**src/rtl/axil_cordic.sv**
```systemverilog
// AXI4-Lite front end for a floating-point CORDIC sin/cos unit, together with the
// cordic_float core it drives. Angles are IEEE-754 single degrees; results are single floats.

module cordic_float (
  input  logic        clk,
  input  logic        ce,
  input  logic        start,
  input  logic [31:0] angle,
  output logic        done,
  output logic [31:0] sin,
  output logic [31:0] cos
);
  localparam int FRAC = 24;                  // fraction bits of the degree accumulator
  localparam int ZW   = 42;                  // covers |angle| < 2^16 degrees plus sign
  localparam logic signed [ZW-1:0] DEG90  = ZW'(90)  <<< FRAC;
  localparam logic signed [ZW-1:0] DEG180 = ZW'(180) <<< FRAC;
  localparam logic signed [ZW-1:0] DEG360 = ZW'(360) <<< FRAC;
  localparam logic signed [31:0]   CORDIC_K  = 32'sd652032874;  // 0.6072529 in Q1.30
  localparam logic [4:0]           LAST_ITER = 5'd23;

  typedef enum logic [1:0] {C_IDLE, C_REDUCE, C_ROT, C_PACK} cstate_t;

  cstate_t               cstate_q;
  logic signed [ZW-1:0]  z_q;
  logic signed [31:0]    x_q, y_q;
  logic [4:0]            iter_q;
  logic                  neg_q;

  // atan(2^-i) in degrees, scaled by 2^FRAC
  function automatic logic signed [ZW-1:0] atan_deg(input logic [4:0] i);
    case (i)
      5'd0:  return ZW'(754974720);
      5'd1:  return ZW'(445687602);
      5'd2:  return ZW'(235489089);
      5'd3:  return ZW'(119537938);
      5'd4:  return ZW'(60000934);
      5'd5:  return ZW'(30029717);
      5'd6:  return ZW'(15018523);
      5'd7:  return ZW'(7509720);
      5'd8:  return ZW'(3754917);
      5'd9:  return ZW'(1877466);
      5'd10: return ZW'(938734);
      5'd11: return ZW'(469367);
      5'd12: return ZW'(234684);
      5'd13: return ZW'(117342);
      5'd14: return ZW'(58671);
      5'd15: return ZW'(29335);
      5'd16: return ZW'(14668);
      5'd17: return ZW'(7334);
      5'd18: return ZW'(3667);
      5'd19: return ZW'(1833);
      5'd20: return ZW'(917);
      5'd21: return ZW'(458);
      5'd22: return ZW'(229);
      5'd23: return ZW'(115);
      default: return '0;
    endcase
  endfunction

  // Zero, denormals, and magnitudes of 2^16 degrees or more (incl. inf/NaN) map to 0.
  function automatic logic signed [ZW-1:0] deg_to_fix(input logic [31:0] f);
    logic [7:0]    e;
    logic [ZW-1:0] mag;
    e   = f[30:23];
    mag = '0;
    if (e != 8'd0 && e <= 8'd142) begin
      if (e >= 8'd126) mag = {{(ZW-24){1'b0}}, 1'b1, f[22:0]} << (e - 8'd126);
      else             mag = {{(ZW-24){1'b0}}, 1'b1, f[22:0]} >> (8'd126 - e);
    end
    return f[31] ? -$signed(mag) : $signed(mag);
  endfunction

  function automatic logic [31:0] fix_to_float(input logic signed [31:0] v);
    logic [31:0] mag, norm;
    int          lead;
    mag  = v[31] ? -v : v;
    lead = -1;
    for (int i = 0; i < 32; i++) if (mag[i]) lead = i;
    if (lead < 0) return '0;
    norm = mag << (31 - lead);
    return {v[31], 8'(lead + 97), norm[30:8]};
  endfunction

  // NOTE: the core datapath deliberately has no reset; the front end only trusts done after
  // it has issued start, so whatever these registers hold at power-up never becomes visible.
  always_ff @(posedge clk) begin
    done <= 1'b0;
    if (ce) begin
      if (start) begin
        z_q      <= deg_to_fix(angle);
        x_q      <= CORDIC_K;
        y_q      <= '0;
        iter_q   <= '0;
        neg_q    <= 1'b0;
        cstate_q <= C_REDUCE;
      end else begin
        case (cstate_q)
          C_IDLE: ;
          C_REDUCE: begin
            if (z_q > DEG180)       z_q <= z_q - DEG360;
            else if (z_q < -DEG180) z_q <= z_q + DEG360;
            else begin
              // Fold into [-90, 90]; a half-turn negates both results.
              if (z_q > DEG90) begin
                z_q   <= z_q - DEG180;
                neg_q <= 1'b1;
              end else if (z_q < -DEG90) begin
                z_q   <= z_q + DEG180;
                neg_q <= 1'b1;
              end
              cstate_q <= C_ROT;
            end
          end
          C_ROT: begin
            if (z_q[ZW-1]) begin
              x_q <= x_q + (y_q >>> iter_q);
              y_q <= y_q - (x_q >>> iter_q);
              z_q <= z_q + atan_deg(iter_q);
            end else begin
              x_q <= x_q - (y_q >>> iter_q);
              y_q <= y_q + (x_q >>> iter_q);
              z_q <= z_q - atan_deg(iter_q);
            end
            iter_q <= iter_q + 5'd1;
            if (iter_q == LAST_ITER) cstate_q <= C_PACK;
          end
          C_PACK: begin
            cos      <= fix_to_float(neg_q ? -x_q : x_q);
            sin      <= fix_to_float(neg_q ? -y_q : y_q);
            done     <= 1'b1;
            cstate_q <= C_IDLE;
          end
        endcase
      end
    end
  end
endmodule

module axil_cordic #(
  parameter int ADDR_WIDTH = 4,
  parameter int CLK_DIV    = 10
) (
  input  logic                  S_AXI_ACLK,
  input  logic                  S_AXI_ARESETN,
  input  logic [ADDR_WIDTH-1:0] S_AXI_AWADDR,
  input  logic                  S_AXI_AWVALID,
  output logic                  S_AXI_AWREADY,
  input  logic [31:0]           S_AXI_WDATA,
  input  logic [3:0]            S_AXI_WSTRB,
  input  logic                  S_AXI_WVALID,
  output logic                  S_AXI_WREADY,
  output logic [1:0]            S_AXI_BRESP,
  output logic                  S_AXI_BVALID,
  input  logic                  S_AXI_BREADY,
  input  logic [ADDR_WIDTH-1:0] S_AXI_ARADDR,
  input  logic                  S_AXI_ARVALID,
  output logic                  S_AXI_ARREADY,
  output logic [31:0]           S_AXI_RDATA,
  output logic [1:0]            S_AXI_RRESP,
  output logic                  S_AXI_RVALID,
  input  logic                  S_AXI_RREADY
);
  localparam int CNT_W = (CLK_DIV > 1) ? $clog2(CLK_DIV) : 1;

  typedef enum logic [1:0] {ST_IDLE, ST_ARM, ST_CALC} state_t;

  state_t           state_q, state_d;
  logic [CNT_W-1:0] div_cnt;
  logic             ce, busy, core_start, core_done;
  logic             aw_w_ready_q, wr_en, start_req, rd_en;
  logic [1:0]       wr_addr;
  logic [31:0]      angle_q, cos_q, sin_q, core_sin, core_cos, rd_mux;
  logic             done_q;
  logic             unused_addr_bits;

  assign unused_addr_bits = ^{S_AXI_AWADDR[1:0], S_AXI_ARADDR[1:0]};

  always_ff @(posedge S_AXI_ACLK or negedge S_AXI_ARESETN) begin
    if (!S_AXI_ARESETN)                       div_cnt <= '0;
    else if (div_cnt == CNT_W'(CLK_DIV - 1))  div_cnt <= '0;
    else                                      div_cnt <= div_cnt + 1'b1;
  end
  assign ce = (div_cnt == CNT_W'(CLK_DIV - 1));

  assign wr_addr   = S_AXI_AWADDR[3:2];
  assign wr_en     = aw_w_ready_q & S_AXI_AWVALID & S_AXI_WVALID;
  assign start_req = wr_en & (wr_addr == 2'd0) & S_AXI_WSTRB[0] & S_AXI_WDATA[0];
  assign rd_en     = S_AXI_ARREADY & S_AXI_ARVALID;

  // Control FSM: ARM waits for the next ce so the core sees start exactly once.
  always_ff @(posedge S_AXI_ACLK or negedge S_AXI_ARESETN) begin
    if (!S_AXI_ARESETN) state_q <= ST_IDLE;
    else                state_q <= state_d;
  end

  // NOTE: combinational blocks assign a default first so no path leaves a latch behind.
  always_comb begin
    state_d = state_q;
    case (state_q)
      ST_IDLE: if (start_req) state_d = ST_ARM;
      ST_ARM:  if (ce)        state_d = ST_CALC;
      ST_CALC: if (core_done) state_d = ST_IDLE;
      default:                state_d = ST_IDLE;
    endcase
  end

  always_comb begin
    busy       = (state_q != ST_IDLE);
    core_start = (state_q == ST_ARM) & ce;
  end

  cordic_float u_core (
    .clk   (S_AXI_ACLK),
    .ce    (ce),
    .start (core_start),
    .angle (angle_q),
    .done  (core_done),
    .sin   (core_sin),
    .cos   (core_cos)
  );

  // NOTE: state registers use non-blocking assignments so every update sees pre-edge values.
  always_ff @(posedge S_AXI_ACLK or negedge S_AXI_ARESETN) begin
    if (!S_AXI_ARESETN) begin
      aw_w_ready_q  <= 1'b0;
      S_AXI_BVALID  <= 1'b0;
      S_AXI_ARREADY <= 1'b0;
      S_AXI_RVALID  <= 1'b0;
      S_AXI_RDATA   <= '0;
      angle_q       <= '0;
      cos_q         <= '0;
      sin_q         <= '0;
      done_q        <= 1'b0;
    end else begin
      aw_w_ready_q <= !aw_w_ready_q & S_AXI_AWVALID & S_AXI_WVALID & !S_AXI_BVALID;
      if (wr_en)             S_AXI_BVALID <= 1'b1;
      else if (S_AXI_BREADY) S_AXI_BVALID <= 1'b0;

      if (wr_en && wr_addr == 2'd1)
        for (int b = 0; b < 4; b++)
          if (S_AXI_WSTRB[b]) angle_q[8*b +: 8] <= S_AXI_WDATA[8*b +: 8];

      if (start_req && state_q == ST_IDLE) done_q <= 1'b0;
      else if (state_q == ST_CALC && core_done) begin
        done_q <= 1'b1;
        cos_q  <= core_cos;
        sin_q  <= core_sin;
      end

      S_AXI_ARREADY <= !S_AXI_ARREADY & S_AXI_ARVALID & !S_AXI_RVALID;
      if (rd_en) begin
        S_AXI_RVALID <= 1'b1;
        S_AXI_RDATA  <= rd_mux;
      end else if (S_AXI_RREADY) begin
        S_AXI_RVALID <= 1'b0;
      end
    end
  end

  always_comb begin
    rd_mux = '0;
    case (S_AXI_ARADDR[3:2])
      2'd0: rd_mux = {15'b0, done_q, 15'b0, busy};
      2'd1: rd_mux = angle_q;
      2'd2: rd_mux = cos_q;
      2'd3: rd_mux = sin_q;
    endcase
  end

  assign S_AXI_AWREADY = aw_w_ready_q;
  assign S_AXI_WREADY  = aw_w_ready_q;
  assign S_AXI_BRESP   = 2'b00;
  assign S_AXI_RRESP   = 2'b00;
endmodule

```
**config.mk**
```make
export PLATFORM = sky130hd
export DESIGN_NAME = axil_cordic
export DESIGN_NICKNAME = d
export VERILOG_FILES = /design/src/rtl/axil_cordic.sv
export SDC_FILE = /design/constraint.sdc
export NUM_CORES = 2
export LEC_CHECK = 0
export ABC_AREA = 1
export CELL_PAD_IN_SITES_DETAIL_PLACEMENT = 1
export CELL_PAD_IN_SITES_GLOBAL_PLACEMENT = 1
export CORE_ASPECT_RATIO = 1.75
export CORE_MARGIN = 4
export CORE_UTILIZATION = 50
export DETAILED_ROUTE_END_ITERATION = 7
export GPL_ROUTABILITY_DRIVEN = 0
export MAX_ROUTING_LAYER = met4
export PLACE_DENSITY = 0.88
export SETUP_SLACK_MARGIN = 0.4
export SYNTH_ARGS = -nofsm -noshare
export SYNTH_HDL_FRONTEND = slang
export SYNTH_SLANG_ARGS = --single-unit
```
**constraint.sdc**
```tcl
create_clock -name S_AXI_ACLK -period 12.8 [get_ports S_AXI_ACLK]
set_clock_uncertainty 0.1 [all_clocks]
set_input_delay 3.2 -clock S_AXI_ACLK [delete_from_list [all_inputs] [get_ports S_AXI_ACLK]]
set_output_delay 3.2 -clock S_AXI_ACLK [all_outputs]
set_load 0.02 [all_outputs]
```
-- Yosys cells after proc, flatten, opt, wreduce, memory -nomap -nowiden
Memory sizes are Yosys's and may differ from the RTL's. A register that Yosys moved wholly into a read port is not among the register bits.
Cells that the tools add are included.
- register bits: 318
- bits in read-only memories: 1920
- bits of input ports: 51
- output and inout port bits: 41
- logic and storage cells: 267
- memories kept: 2
- memories (name ; words ; width ; read ports ; clocked after Yosys merged registers in ; write ports ; line ; text):
    (no name shown) ; 32 ; 30 ; 1 ; 1 ; 0 ; 31 ; case (i)
    (no name shown) ; 32 ; 30 ; 1 ; 1 ; 0 ; 31 ;
- $add $sub $neg: 23
- $lt $le $gt $ge: 8
- equality and inequality tests: 20
- shift operators: 6
- mux-type cells: 137
- bitwise operators: 15
- reductions and logical operators: 33
- operators by type and width (cell ; count):
    32-bit two-way mux ; 82
    42-bit two-way mux ; 19
    32-bit negation ; 4
    32-bit case mux with 4 select lines ; 1
    42-bit case mux with 2 select lines ; 1
    32-bit adder ; 2
    32-bit by 1-bit less-than comparator with 1-bit output, second input constant ; 2
    32-bit by 32-bit left shift with 31-bit output ; 2
    32-bit by 5-bit >>> shifter with 32-bit output ; 2
    32-bit subtractor ; 2
    6-bit by 32-bit subtractor with 32-bit output, first input constant ; 2
    42-bit by 33-bit adder with 42-bit output, second input constant ; 1
    42-bit by 34-bit adder with 42-bit output, second input constant ; 1
    42-bit adder ; 1
    42-bit by 32-bit greater-than comparator with 1-bit output, second input constant ; 1
    42-bit by 33-bit greater-than comparator with 1-bit output, second input constant ; 1
    42-bit by 32-bit less-than comparator with 1-bit output, second input constant ; 1
    42-bit by 33-bit less-than comparator with 1-bit output, second input constant ; 1
    42-bit negation ; 1
    24-bit by 8-bit left shift with 42-bit output ; 1
    24-bit by 8-bit >> shifter with 42-bit output ; 1
    42-bit by 33-bit subtractor with 42-bit output, second input constant ; 1
    42-bit by 34-bit subtractor with 42-bit output, second input constant ; 1
    42-bit subtractor ; 1
    other kinds (34) ; 110

-- Longest topological paths before layout
- depth after elaboration: 45
- mapped depth: 47
- mapped depth without buffers: 45

-- Hierarchy
A second synthesis with hierarchy kept.
- cell total of the unflattened synthesis: 5707
- area, all modules: 36451.2 um2
- modules (own cells, without submodules) (module ; instances ; cells an instance ; area each (um2) ; sequential area each (um2)):
    cordic_float ; 1 ; 4943 ; 30226.5 ; 5965.7
    axil_cordic ; 1 ; 764 ; 6224.7 ; 3478.3

-- Worst setup path after synthesis
Ideal clock, no wire load.
- path type: register to register
- from: register div_cnt[2]
- to: register u_core.cos[0] (enable)
- library setup time: 644 ps
- data arrival time: 7042 ps
- data required time: 12056 ps
- slack: 5014 ps
- stages on the path, launching flop included: 6
- path buffers: 0
- period minus slack after synthesis: 7786 ps
- cell sequence: dfrtp_1 nor2_1 inv_1 nor3_1 inv_1 nor4_1
- longest elaborated chain between the ends: 4
- RTL lines (element ; line ; text):
    start: declaration ; 168 ; logic [CNT_W-1:0] div_cnt;
    start signal: assignment ; 181 ; else div_cnt <= div_cnt + 1'b1;
    4-bit == test * ; 183 ; assign ce = (div_cnt == CNT_W'(CLK_DIV - 1));
    1-bit bitwise AND ; 209 ; core_start = (state_q == ST_ARM) & ce;
    1-bit NOT (no source line) ; - ;
    3-bit AND reduction (no source line) * ; - ;
    end signal: assignment ; 128 ; cos <= fix_to_float(neg_q ? -x_q : x_q);
    end: declaration ; 11 ; output logic [31:0] cos
Every way passes the cells marked *; elsewhere a longest branch is shown, timed or not.
A chain may end at the register's enable or synchronous reset.

-- Final worst setup path
- from: register u_core.iter_q[1]
- to: register u_core.y_q[31], data pin
- longest elaborated chain between the ends: 4
- elaborated cells between the ends (all ways): 5
- classes of those cells: add/sub: 2; shift: 1; mux: 2
- RTL lines (element ; line ; text):
    start: declaration ; 26 ; logic [4:0] iter_q;
    start signal: assignment ; 124 ; iter_q <= iter_q + 5'd1;
    32-bit by 5-bit >>> shifter with 32-bit output * ; 117, 121 ;
    32-bit adder or 32-bit subtractor (tied branches) ; 121, 117 ;
    32-bit two-way mux * ; 115 ; if (z_q[ZW-1]) begin
    32-bit two-way mux * ; 97 ; case (cstate_q)
    end signal: assignment ; 117 ; y_q <= y_q - (x_q >>> iter_q);
    end signal: assignment ; 121 ; y_q <= y_q + (x_q >>> iter_q);
    end: declaration ; 25 ; logic signed [31:0] x_q, y_q;
Every way passes the cells marked *; elsewhere a longest branch is shown, timed or not. The select of a mux whose other input is x is not followed.

==> flow_metrics.tcl <==
set metrics [dict create \
    outcome "finished, final reports clean" \
    die_w_um 210 \
    grt_start_max_net_pins 87 \
    die_h_um 362 \
    yosysWarnings 0 \
    yosysSeqAreaShare_pct 26.4 \
    final.period_utilization_pct 62.3 \
    die-area_mm2 0.0761 \
    min_period_ns 7.97 \
    met2_length_um 67000 \
    cts_buffers 38 \
    finalSetupTns_ns 0 \
    cap_violations 0 \
    async_flop_share_pct 39.9 \
    dp_hpwl_um 103000 \
    path_clk_slew_ns 0.07 \
    postCtsSetupRepairBufs 0 \
    drt_iter0_drc 3140 \
    grt_pass1_wl_um 211000 \
    synth_area_mm2 0.0358 \
    finalHoldViolCount 0 \
    rsz0062_at_grt "false" \
    stdcell_area_mm2 0.0383 \
    grt_pass1_vias 40300 \
    cp_data_required_time_ns 13.15 \
    ant_nets 0 \
    holdCritPathClass "flip-flop to flip-flop" \
    drv_slew 0 \
    ys_ff_latch 348 \
    cts_tree "done" \
    hold_ws_ns 0.344 \
    clock_latency_ns 0.61 \
    htree_levels 2 \
    cts_resized 0 \
    vias 38900 \
    portBuffers 83 \
    synth_edf_count 178 \
    remaining_drc_errors 0 \
    grt_usage_pct 34.8 \
    start_util_pct 50.5 \
    worstSetupPathType "flip-flop to flip-flop" \
    cts_hold_buf 0 \
    root_buffer "clkbuf_16" \
    wire_per_inst_um 20.4 \
    slowest_delay_ns 0.93 \
    area_delta_synth_final_pct 6.96 \
    clock-sinks 348 \
    power.total_mw 3.15 \
    start_kind "flip-flop" \
    gr-total-overflow 0 \
    grt_antenna_before_repair 0 \
    firstDrtPassIters 5 \
    num_rows 129 \
    postPlaceCellArea_mm2 0.0370 \
    coreArea_mm2 0.0709 \
    syn_avg_cell_area_um2 6.35 \
    power.density_mw_per_mm2 82.3 \
    slowest_stage "inv_2" \
    worstPathArrival_ns 8.32 \
    cts_buffer_depth 3 \
    critPathMostFrequentCell "nand2_1" \
    setup_violations 0 \
    critical_path_peak_fanout 57 \
    drive_gt1_share_pct 4.28 \
    synthDistinctLibCells 75 \
    leakagePower_nw 18.0 \
    pin_count 92 \
    tightest_slew_ns 1.20 \
    diodes 0 \
    relSlewSlack_pct 20.0 \
    routed.top_layer "met4" \
    dr_wl_met3_um 5190 \
    wirelength_met1_um 50400 \
    max_freq_mhz 125 \
    viasPerCell 5.98 \
    fin_nets 5746 \
    ir_drop_mv 0.0898 \
    synthFlopType "edfxtp_1" \
    routed_wl_um 133000 \
    synth_cells 5642 \
    cp-end-kind "flip-flop" \
]
-- cells by family after synthesis --
logic type	Yosys count	synth area share [%]
AO/OA/AOI/OAI	1148	17.8
XOR/XNOR	255	6.32
adder cells (fa/ha/maj)	135	4.78
buffers and inverters	873	9.65
flip-flops	348	26.4
multiplexers	66	1.88
other	1	0.0105
AND/OR/NAND/NOR	2816	33.2
-- state kept, by name, summed over array words and instances, names as in the netlist, named ones only --
register / flops
div_cnt: 4
S_AXI_RDATA: 32
S_AXI_ARREADY: 1
done_q: 1
u_core.iter_q: 5
sin_q: 32
S_AXI_AWREADY: 1
u_core.y_q: 32
u_core.done: 1
u_core.x_q: 32
u_core.cos: 32
angle_q: 32
S_AXI_BVALID: 1
state_q: 2
u_core.neg_q: 1
u_core.cstate_q: 2
cos_q: 32
u_core.sin: 32
u_core.z_q: 42
S_AXI_RVALID: 1
-- final timing paths --
| kind | startpoint | slack, ns | cells after the start | end |
|---|---|---|---|---|
| max in group asynchronous | S_AXI_ARESETN | 8.78 | 2 | cos_q[13]$_DFFE_PN0P_ |
| max reg2reg | u_core.iter_q[1]$_SDFFCE_PP0P_ | 4.83 | 42 | u_core.y_q[31]$_SDFFCE_PP0P_ |
| min | u_core.cos[4]$_SDFFCE_PP0P_ | 0.34 | 2 | cos_q[4]$_DFFE_PN0P_ |
| min in group asynchronous | S_AXI_ARESETN | 2.54 | 1 | angle_q[8]$_DFFE_PN0P_ |
| max | u_core.iter_q[1]$_SDFFCE_PP0P_ | 4.83 | 42 | u_core.y_q[31]$_SDFFCE_PP0P_ |
| min reg2reg | u_core.cos[4]$_SDFFCE_PP0P_ | 0.34 | 2 | cos_q[4]$_DFFE_PN0P_ |
-- per-layer routing --
metal,global-route usage (%),vias to the layer above
li1,-,18500
met1,37.6,18700
met2,61.2,1149
met3,3.06,457
met4,22.0,0
met5,-,-
-- worst max-delay path: cells and delay by family (launching register included) --
kind	cells	cell delay (ns)
AO/OA/AOI/OAI	9	1.67
buffers and inverters	7	1.63
flip-flops	1	0.37
multiplexers	2	0.81
adder cells (fa/ha/maj)	2	0.53
AND/OR/NAND/NOR	20	2.35
XOR/XNOR	2	0.33
-- cells in the final DEF (no fill, tap or decap), drive strengths merged, types with 6 or more instances in the layout --
master            n
a21oi           352
a221oi           18
a31oi            21
buf              39
clkbuf           48
clkdlybuf4s50    82
clkinv           20
dfrtp           139
dfxtp            31
edfxtp          178
ha              132
inv             622
mux2             11
mux2i            55
nand2          1534
nand3           514
nand3b            9
nand4            49
nor2            542
nor3             89
nor3b             7
nor4             20
o2111ai           6
o211ai           34
o21a             21
o21ai           580
o21bai           17
o221ai           16
o22ai            31
o31ai            15
or2              47
xnor2            56
xor2            199
-- power breakdown --
part           internal (mW)  switching (mW)
sequential              1.19          0.0289
clock                  0.675           0.511
combinational          0.220           0.522
-- Yosys cell counts, types with 34 or more instances --
cell type,instances,area share [%]
nand2_1,1520,16
inv_1,596,6.2
o21ai_0,543,7.6
nor2_1,521,5.5
nand3_1,511,7.1
a21oi_1,348,4.9
xor2_1,195,4.8
edfxtp_1,178,15
clkbuf_1,139,1.5
dfrtp_1,139,9.7
ha_1,132,4.6
nor3_1,78,1.1
buf_2,58,0.81
xnor2_1,56,1.4
mux2i_1,55,1.5
nand4_1,49,0.86
or2_2,39,0.68
o21ai_1,35,0.49
o211ai_1,34,0.71
-- area by class of cell --
cell class	count	area, um2
Clock inverter	19	229
Timing Repair Buffer	121	1120
Multi-Input combinational cell	4424	23000
Tap cell	917	1150
Sequential cell	348	9440
Fill cell	9817	32600
Clock buffer	48	1060
Inverter	627	2350
-- per-stage QoR --
step	setup slack [ns]	std cells	util, %
6_report	4.83	6504	54.1
5_1_grt	4.05	6504	54.1
4_1_cts	4.91	6504	54.1
3_5_place_dp	4.95	6437	52.2
3_3_place_gp	5.26	6437	52.2
2_1_floorplan	5.01	5645	-
Note: power is estimated with default switching activity, not from simulation.
